==> src/rtl/instr_fetch_unit_if.sv <==
// Instruction fetch bus: memory read port and instruction stream toward the processor.
// master = fetch unit side, slave = memory/consumer side.
interface instr_fetch_unit_if #(
  parameter int ADDR_W = 5
);
  logic              mem_rd_en;
  logic [ADDR_W-1:0] mem_addr;
  logic [15:0]       mem_q;
  logic [15:0]       instr;
  logic [ADDR_W-1:0] instr_pc;
  logic              instr_valid;
  logic              instr_ready;

  modport master (
    output mem_rd_en, mem_addr, instr, instr_pc, instr_valid,
    input  mem_q, instr_ready
  );

  modport slave (
    input  mem_rd_en, mem_addr, instr, instr_pc, instr_valid,
    output mem_q, instr_ready
  );
endinterface

==> src/rtl/instr_fetch_unit.sv <==
// Prefetching instruction fetch unit: sequential reads into a small FIFO with redirect flush.
// Optional FETCH_PERF_CNT_EN adds a 16-bit delivered-instruction counter on fetch_count.
module instr_fetch_unit #(
  parameter int ADDR_W = 5,
  parameter int DEPTH  = 4
) (
  input  logic                      clk,
  input  logic                      reset_n,
  input  logic                      run,
  input  logic                      redirect_valid,
  input  logic [ADDR_W-1:0]         redirect_addr,
  instr_fetch_unit_if.master        bus,
  output logic [$clog2(DEPTH):0]    fifo_count,
  output logic [15:0]               fetch_count
);

  localparam int PTR_W = $clog2(DEPTH);
  localparam int CNT_W = PTR_W + 1;

  logic [ADDR_W-1:0] fetch_addr;
  logic              inflight;
  logic [ADDR_W-1:0] inflight_pc;
  logic [PTR_W-1:0]  head;
  logic [PTR_W-1:0]  tail;
  logic [CNT_W-1:0]  count;
  logic [15:0]       fifo_data [DEPTH];
  logic [ADDR_W-1:0] fifo_pc   [DEPTH];
  logic              issue;
  logic              wr;
  logic              xfer;
  logic              valid;

  // The in-flight read is reserved against capacity so a response always has a slot.
  assign valid = (count != '0);
  assign issue = reset_n & run & ~redirect_valid &
                 ((count + CNT_W'(inflight)) < CNT_W'(DEPTH));
  assign wr    = inflight & ~redirect_valid;
  assign xfer  = valid & bus.instr_ready;

  assign bus.mem_rd_en   = issue;
  assign bus.mem_addr    = reset_n ? fetch_addr : '0;
  assign bus.instr_valid = valid;
  assign bus.instr       = valid ? fifo_data[head] : '0;
  assign bus.instr_pc    = valid ? fifo_pc[head]   : '0;
  assign fifo_count      = count;

  always_ff @(posedge clk) begin
    if (!reset_n) begin
      fetch_addr <= '0;
      inflight   <= 1'b0;
      head       <= '0;
      tail       <= '0;
      count      <= '0;
    end else begin
      inflight <= issue;
      if (redirect_valid) begin
        fetch_addr <= redirect_addr;
        head       <= '0;
        tail       <= '0;
        count      <= '0;
      end else begin
        if (issue) fetch_addr <= fetch_addr + ADDR_W'(1);
        if (wr)    tail       <= tail + PTR_W'(1);
        if (xfer)  head       <= head + PTR_W'(1);
        if (wr && !xfer)      count <= count + CNT_W'(1);
        else if (!wr && xfer) count <= count - CNT_W'(1);
      end
    end
  end

  // Storage is never reset; occupancy and pointers alone define validity.
  always_ff @(posedge clk) begin
    if (issue) inflight_pc <= fetch_addr;
    if (wr) begin
      fifo_data[tail] <= bus.mem_q;
      fifo_pc[tail]   <= inflight_pc;
    end
  end

`ifdef FETCH_PERF_CNT_EN
  logic [15:0] perf_cnt;

  always_ff @(posedge clk) begin
    if (!reset_n)  perf_cnt <= '0;
    else if (xfer) perf_cnt <= perf_cnt + 16'd1;
  end

  assign fetch_count = perf_cnt;
`else
  assign fetch_count = '0;
`endif

endmodule

==> src/flat_wrapper.sv <==
// flat-port wrapper written by rule: the top's interface ports become plain ports
module instr_fetch_unit_flat 
#(
  parameter int ADDR_W = 5,
  parameter int DEPTH  = 4
)
  (clk, reset_n, run, redirect_valid, redirect_addr, fifo_count, fetch_count, bus_mem_rd_en, bus_mem_addr, bus_instr, bus_instr_pc, bus_instr_valid, bus_mem_q, bus_instr_ready);
  instr_fetch_unit_if #(.ADDR_W(ADDR_W)) bus_i ();
  input  logic clk;
  input  logic reset_n;
  input  logic run;
  input  logic redirect_valid;
  input  logic [ADDR_W-1:0] redirect_addr;
  output logic [$clog2(DEPTH):0] fifo_count;
  output logic [15:0] fetch_count;
  output wire logic [$bits(bus_i.mem_rd_en)-1:0] bus_mem_rd_en;
  output wire logic [$bits(bus_i.mem_addr)-1:0] bus_mem_addr;
  output wire logic [$bits(bus_i.instr)-1:0] bus_instr;
  output wire logic [$bits(bus_i.instr_pc)-1:0] bus_instr_pc;
  output wire logic [$bits(bus_i.instr_valid)-1:0] bus_instr_valid;
  input wire logic [$bits(bus_i.mem_q)-1:0] bus_mem_q;
  input wire logic [$bits(bus_i.instr_ready)-1:0] bus_instr_ready;
  assign bus_mem_rd_en = bus_i.mem_rd_en;
  assign bus_mem_addr = bus_i.mem_addr;
  assign bus_instr = bus_i.instr;
  assign bus_instr_pc = bus_i.instr_pc;
  assign bus_instr_valid = bus_i.instr_valid;
  assign bus_i.mem_q = bus_mem_q;
  assign bus_i.instr_ready = bus_instr_ready;
  instr_fetch_unit #(.ADDR_W(ADDR_W), .DEPTH(DEPTH)) u_core (.clk(clk), .reset_n(reset_n), .run(run), .redirect_valid(redirect_valid), .redirect_addr(redirect_addr), .bus(bus_i), .fifo_count(fifo_count), .fetch_count(fetch_count));
endmodule
==> config.mk <==
export PLATFORM = sky130hd
export DESIGN_NAME = instr_fetch_unit_flat
export DESIGN_NICKNAME = d
export VERILOG_FILES = /design/src/rtl/instr_fetch_unit_if.sv /design/src/rtl/instr_fetch_unit.sv /design/src/flat_wrapper.sv
export SDC_FILE = /design/constraint.sdc
export NUM_CORES = 1
export LEC_CHECK = 0
export ABC_AREA = 1
export BUFFER_PORTS_ARGS = -buffer_cell sky130_fd_sc_hd__buf_2
export CAP_MARGIN = 10
export CORE_MARGIN = 2
export CORE_UTILIZATION = 49
export CTS_CLUSTER_DIAMETER = 60
export DETAILED_ROUTE_END_ITERATION = 8
export PLACE_DENSITY = 0.72
export SYNTH_ARGS = -nofsm -noshare
export SYNTH_HDL_FRONTEND = slang
export SYNTH_SLANG_ARGS = --single-unit
export TNS_END_PERCENT = 1
==> constraint.sdc <==
create_clock -name clk -period 2 [get_ports clk]
set_clock_uncertainty 0.2 [all_clocks]
set_input_delay 0.4 -clock clk [delete_from_list [all_inputs] [get_ports clk]]
set_output_delay 0.4 -clock clk [all_outputs]
set_load 0.01 [all_outputs]
==> flow_summary.toml, run 1 <==
[outcome]
status = "complete, but fails checks"
violations = "negative setup slack"

[critical_path]
crit_slowest_cell = "dfxtp_4"
slowest_delay_ns = 0.43
crit_top_cell = "nor2_1"
critical_path_required_ns = 1.40
cp_max_fo = 5
rrSetupSlack_ns = 0.10
cp-end-kind = "primary output"
path_cells = "buf_4 -> nor2_1 -> nor2_1 -> o21ai_0 -> a21oi_1 -> buf_2"
crit_path_start_kind = "flop"
critPathKind = "reg2out"
worstPathArrival_ns = 1.51

[floorplan]
core-area_mm2 = 0.008721
die_x_um = 98.63
die_area_mm2 = 0.009728
io_pins = 73
rows = 34
initial_core_util = 0.5032
fp.dieH_um = 98.63

[final_layout]
num_antenna_cells = 0
finalNetCount = 502
layout-drive-gt1-share = 0.2489
syn2layout_area_growth_pct = 19.39

[sta]
rsz0062_at_grt = "true"
setup_violations = 22
setup_ws_ns = -0.1077
period_minus_slack_ns = 2.108
post-route-period-util = 1.054
finalHoldViolations = 0
finalSetupTns_ns = -1.557
fmax_ghz = 0.4745
slew_viol_final = 0

[logic_synthesis]
synth_fa_ha_area_frac = 0.02167
synth_simple_gate_area_share = 0.1340
ys_warn_count = 0
yosys_register_bits = 104
avgSynthCellArea_um2 = 11.11
synth-compound-area-share = 0.09011
synth-xor-area-share = 0.003992
postSynthCellCount = 395
synthTopCellsByArea = "edfxtp_1, nor2_1, dfxtp_1"
yosysUniqueCellTypes = 25
synth-seq-area-share = 0.6775
synthMuxAreaShare = 0
synth_top_area_share = 0.6091
synth_top_area_cell = "edfxtp_1"
synth_top_family_by_area = "simple AND/OR/NAND/NOR gates"
netlist_area_mm2 = 0.004388

[run]
drv_cap = 0

[place]
globalplace.congestion = 0.8354
portBuffers = 56
pre_cts_slack_ns = -0.02320
dp_hpwl_mm = 5.141

[grt]
grt_pass1_wl_mm = 13.19
grt-ovfl-total = 0
grt_max_degree = 23
grt_usage = 0.1738
antenna_found_initial = 0
grt_pass1_vias = 2773

[clock_network]
cts-root-buf = "clkbuf_8"
cts_tree = "yes"
path_clk_slew_ns = 0.09
clock_path_buffers = 2
clkLatencyLatePin_ns = 0.35
htreeDepth = 3
holdBufCountCts = 0
numCtsBuffers = 9
cts.sinks = 104

[detailed_routing]
drtPass1Iterations = 4
ant_nets = 0
drc = 0
via_count = 2906
via_per_inst = 4.993
post_drt_wl_per_cell_um = 14.26
dr.first_iter.drc_count = 207
wl_mm = 8.298

[power]
powerDensity_mw_per_mm2 = 805.1
leakage_nw = 2.107
vdd_drop_max_mv = 0.3947

[min_path]
hold_path_class = "in2reg"
-- final timing paths --
check	depth (start not counted)	endpoint	start
worst min register to register	1	u_core.head[0]	u_core.head[0]
worst min-delay path	1	u_core.fifo_data[0][1]	bus_mem_q[1]
worst max-delay path	6	bus_instr_pc[4]	flop
worst max register to register	10	u_core.fifo_count[2]	u_core.fifo_count[1]
-- kinds of logic after synthesis --
| kind of cell | count (synthesis) |
|---|---|
| buf+inv | 59 |
| flops | 104 |
| compound gates | 79 |
| other cells | 1 |
| simple gates | 143 |
| xor+xnor | 2 |
| fa+ha+maj | 7 |
-- final cells by class --
class,count,area [µm²]
fillers,677,3482
flip-flops and latches,104,2982
multi-input cells,247,1176
repair buffers,80,588.1
clock buffers,12,155.1
well taps,108,135.1
inverters,27,103.9
clock inverters,4,98.84
-- sequential cells by signal, indices dropped and copies added (netlist names), named ones only --
signal and cells:
u_core.fifo_data 64, u_core.head 2, u_core.fifo_pc 20, u_core.tail 2
u_core.fetch_addr 5, u_core.inflight_pc 5, u_core.fifo_count 3, u_core.inflight 1
-- worst max-delay path, delay by kind of cell (launching register included) --
kind                   cells  cell delay (ns)
flip-flops                 1             0.43
buffers and inverters      2             0.31
AO/OA/AOI/OAI              2             0.29
AND/OR/NAND/NOR            2             0.13
-- metrics by stage --
| step | hold WS [ns] | power, mW | instances | area, µm² | utilization |
|---|---|---|---|---|---|
| 3_5_place_dp | 0.2762 | 2.695 | 564 | 4871 | 0.5585 |
| 3_3_place_gp | 0.2700 | 2.686 | 564 | 4871 | 0.5585 |
| 5_1_grt | 0.03516 | 4.370 | 582 | 5239 | 0.6007 |
| 2_1_floorplan | 0.2525 | 2.603 | 410 | 4444 | - |
| 4_1_cts | 0.03235 | 4.238 | 580 | 5180 | 0.5940 |
| 6_report | 0.05463 | 4.218 | 582 | 5239 | 0.6007 |
-- cell usage in the layout (no fill, tap or decap), drive strengths merged, types with 6 or more instances in the layout --
cell	count
dfxtp	15
clkbuf	13
conb	16
nand3	9
edfxtp	89
nor2	97
buf	79
o21ai	50
nand2	33
inv	28
a21oi	29
ha	6
-- synth_stat cells, drive strengths merged --
cell type,number
nor2,97
edfxtp,89
o21ai,50
nand2,33
a21oi,29
buf,27
inv,27
dfxtp,15
nand3,9
ha,6
clkbuf,5
nand4,3
xor2,2
conb,1
fa,1
nor3,1
-- power breakdown --
part / total [mW] / switching (mW) / internal (mW)
logic: 0.268 / 0.162 / 0.105
clock network: 1.56 / 0.653 / 0.905
registers: 2.39 / 0.0230 / 2.37
-- repair_timing --
action                                  in CTS  in global routing
endpoints found under the setup margin      23                 25
pin swaps                                    2                  6
setup buffers                                0                  1
resized for setup                           25                 24
gates cloned                                 0                  1
-- routing by layer --
layer / track usage / wire, µm / up-vias
met1: 0.2078 / 3431 / 1368
met3: 0.04752 / 410 / 5
met4: 0.04636 / 63 / 0
li1: - / - / 1454
met2: 0.3108 / 4392 / 79
met5: 0 / 0 / -
No activity file was read; power rests on OpenSTA's default activity.
==> inputs of run 2 (changes only) <==
ABC_AREA = not set   (was 1)
==> flow_summary.toml, run 2 <==
[clock_network]
clkLatencyLatePin_ns = 0.35
cts_tree = "yes"
cts-root-buf = "clkbuf_8"
htreeDepth = 3
holdBufCountCts = 0
path_clk_slew_ns = 0.09
clock_path_buffers = 2
numCtsBuffers = 9
cts.sinks = 104

[logic_synthesis]
yosysMostFrequentCell = "edfxtp_1"
synth-seq-area-share = 0.7040
async_flop_share = 0
avgSynthCellArea_um2 = 17.45
ys_warn_count = 0
synth_ff_type = "edfxtp_1"
ys_top_cells_by_count = "edfxtp_1, and2_1, mux4_2"
synth-edff-count = 89
synth_top_area_cell = "edfxtp_1"
netlist_area_mm2 = 0.004223
yosys_register_bits = 104
postSynthCellCount = 242
yosysUniqueCellTypes = 30
synthTopCellsByArea = "edfxtp_1, mux4_2, dfxtp_1"
synth_top_area_share = 0.6329

[power]
finalPower_mw = 3.801
leakage_nw = 1.889
powerDensity_mw_per_mm2 = 734.5
sw_frac_of_total = 0.2206
p_int_mw = 2.962
p_comb_frac = 0.073
vdd_drop_max_mv = 0.3839
share_seq_of_total_power = 0.628
p_clk_frac = 0.299
p_switching_mw = 0.8387

[final_layout]
layout_commonest_cell = "edfxtp_1"
syn2layout_area_growth_pct = 22.55
final_util = 0.6235
fillers = 594
layout-drive-gt1-share = 0.4277
finalNetCount = 360
largest_registers = "u_core.fifo_data x64, u_core.fifo_pc x20"
regMostFlops = "u_core.fifo_data"
num_antenna_cells = 0
largest_reg_flops = 64
final_cell_mix = "edfxtp_1, buf_2, mux4_2, buf_4, and2_1"
instances_no_fill = 437

[floorplan]
initial_core_util = 0.5088
die_x_um = 96.83
io_pins = 73
die_area_mm2 = 0.009376
core-area_mm2 = 0.008299
fp.dieH_um = 96.83
rows = 33

[grt]
use_met2 = 0.2676
busiest_layer = "met2"
grt_usage = 0.1549
antenna_found_initial = 0
grt_pass1_wl_mm = 11.11
grt-ovfl-total = 0
grt_util_met3 = 0.03035
grtUsageMet1 = 0.1912
grt_max_degree = 24
grt_pass1_vias = 2204

[detailed_routing]
ant_nets = 0
via_count = 2199
via_per_inst = 5.032
drtPass1Iterations = 4
drc = 0
wl_mm = 6.926
dr.first_iter.drc_count = 73
post_drt_wl_per_cell_um = 15.85

[sta]
setup_violations = 24
period_minus_slack_ns = 2.310
hold_slack_ns = 0.05392
slew_viol_final = 0
rsz0062_at_grt = "true"
post-route-period-util = 1.155
fmax_ghz = 0.4328
finalHoldViolations = 0
setup_ws_ns = -0.3103

[outcome]
status = "complete, but fails checks"
violations = "negative setup slack"

[critical_path]
critical_path_required_ns = 1.40
worstPathArrival_ns = 1.71
critPathKind = "reg2out"
cp_max_fo = 8
crit_path_start_kind = "flop"
reg2reg_depth = 8
cp-end-kind = "primary output"
r2r_start = "u_core.fifo_count[2]"
rrSetupSlack_ns = -0.18
r2r-end = "u_core.fifo_count[2]"

[run]
drv_cap = 0

[min_path]
hold-path-cell-count = 1
hold_path_class = "in2reg"
holdPathEnd = "u_core.fifo_data[1][13]"
hold_start = "bus_mem_q[13]"

[place]
dp_hpwl_mm = 4.691
pre_cts_slack_ns = -0.1614
dpl.cell_count = 420
globalplace.congestion = 0.7121
portBuffers = 56
-- run 2: changes by cell type after synthesis, sizes merged, moves of 3 or more --
cell / before / now
buf: 27 / 19
mux4: 0 / 21
nand2: 33 / 4
and2: 0 / 30
o21ai: 50 / 9
inv: 27 / 4
nor2: 97 / 7
nand3: 9 / 2
a21oi: 29 / 2
a31oi: 0 / 3
or3: 0 / 5
-- run 2: metrics by stage --
stage | setup TNS, ns | instance area [µm²]
6_report | -6.276 | 5175
5_1_grt | -8.067 | 5175
4_1_cts | -7.224 | 5085
3_5_place_dp | -0.1614 | 4816
3_3_place_gp | -0.1201 | 4816
2_1_floorplan | -0.4584 | 4312
-- run 2: routing by layer --
layer,wire (µm),vias to the layer above
met5,0,-
met4,118,0
met3,270,9
met2,3647,61
met1,2890,1079
li1,-,1050
-- run 2: repair_timing --
item	4_1_cts	5_1_grt
setup endpoints to repair	24	25
gates cloned	1	0
gates resized for setup	17	20
setup buffers	0	0
pin swaps	15	1
-- run 2: worst max-delay path by stage --
stage	startpoint	to	slack, ns	depth (start not counted)
2_1_floorplan	u_core.fifo_count[0]	u_core.fifo_count[2]	-0.18	8
3_3_place_gp	u_core.fifo_count[0]	u_core.fifo_count[2]	-0.12	8
3_5_place_dp	u_core.fifo_count[0]	u_core.fifo_count[2]	-0.16	8
4_1_cts	flop	bus_instr_pc[2]	-0.36	4
5_1_grt	flop	bus_instr_pc[4]	-0.39	4
6_report	flop	bus_instr_pc[2]	-0.31	4
-- run 2: power groups by stage --
stage,Clock (mW),Sequential [mW],Combinational [mW]
global placement,0,2.44,0.231
finish,1.14,2.39,0.276
CTS,1.17,2.39,0.254
global route,1.26,2.39,0.301
floorplan,0,2.44,0.152
detailed placement,0,2.44,0.237
-- run 2: cell type report --
class                           count  area (µm²)  share of cell area
Clock buffer                        9       123.9             0.02394
Clock inverter                      7       46.29            0.008946
Inverter                            5       18.77            0.003627
Multi-Input combinational cell    124        1206              0.2331
Sequential cell                   104        2982              0.5762
Tap cell                          105       131.4             0.02539
Timing Repair Buffer               83       666.9              0.1289
-- run 2: critical path, stage by stage, from the launching register on --
cell	delay (ns)
dfxtp_4	0.42
buf_12	0.16
mux4_2	0.50
and2_1	0.15
buf_2	0.13
-- run 2: cell families (layout without fill, tap and decap cells) --
| kind of cell | count (synthesis) | in the layout | share of synthesized area |
|---|---|---|---|
| other | 1 | 16 | 0.0008880 |
| adders and majority gates | 7 | 7 | 0.02252 |
| DFF | 104 | 104 | 0.7040 |
| xor gates and xnor gates | 6 | 6 | 0.01422 |
| muxes | 23 | 23 | 0.1167 |
| AOI/OAI and AO/OA | 17 | 17 | 0.02341 |
| and+or+nand+nor | 55 | 55 | 0.07467 |
| buffers and inverters | 29 | 104 | 0.04355 |
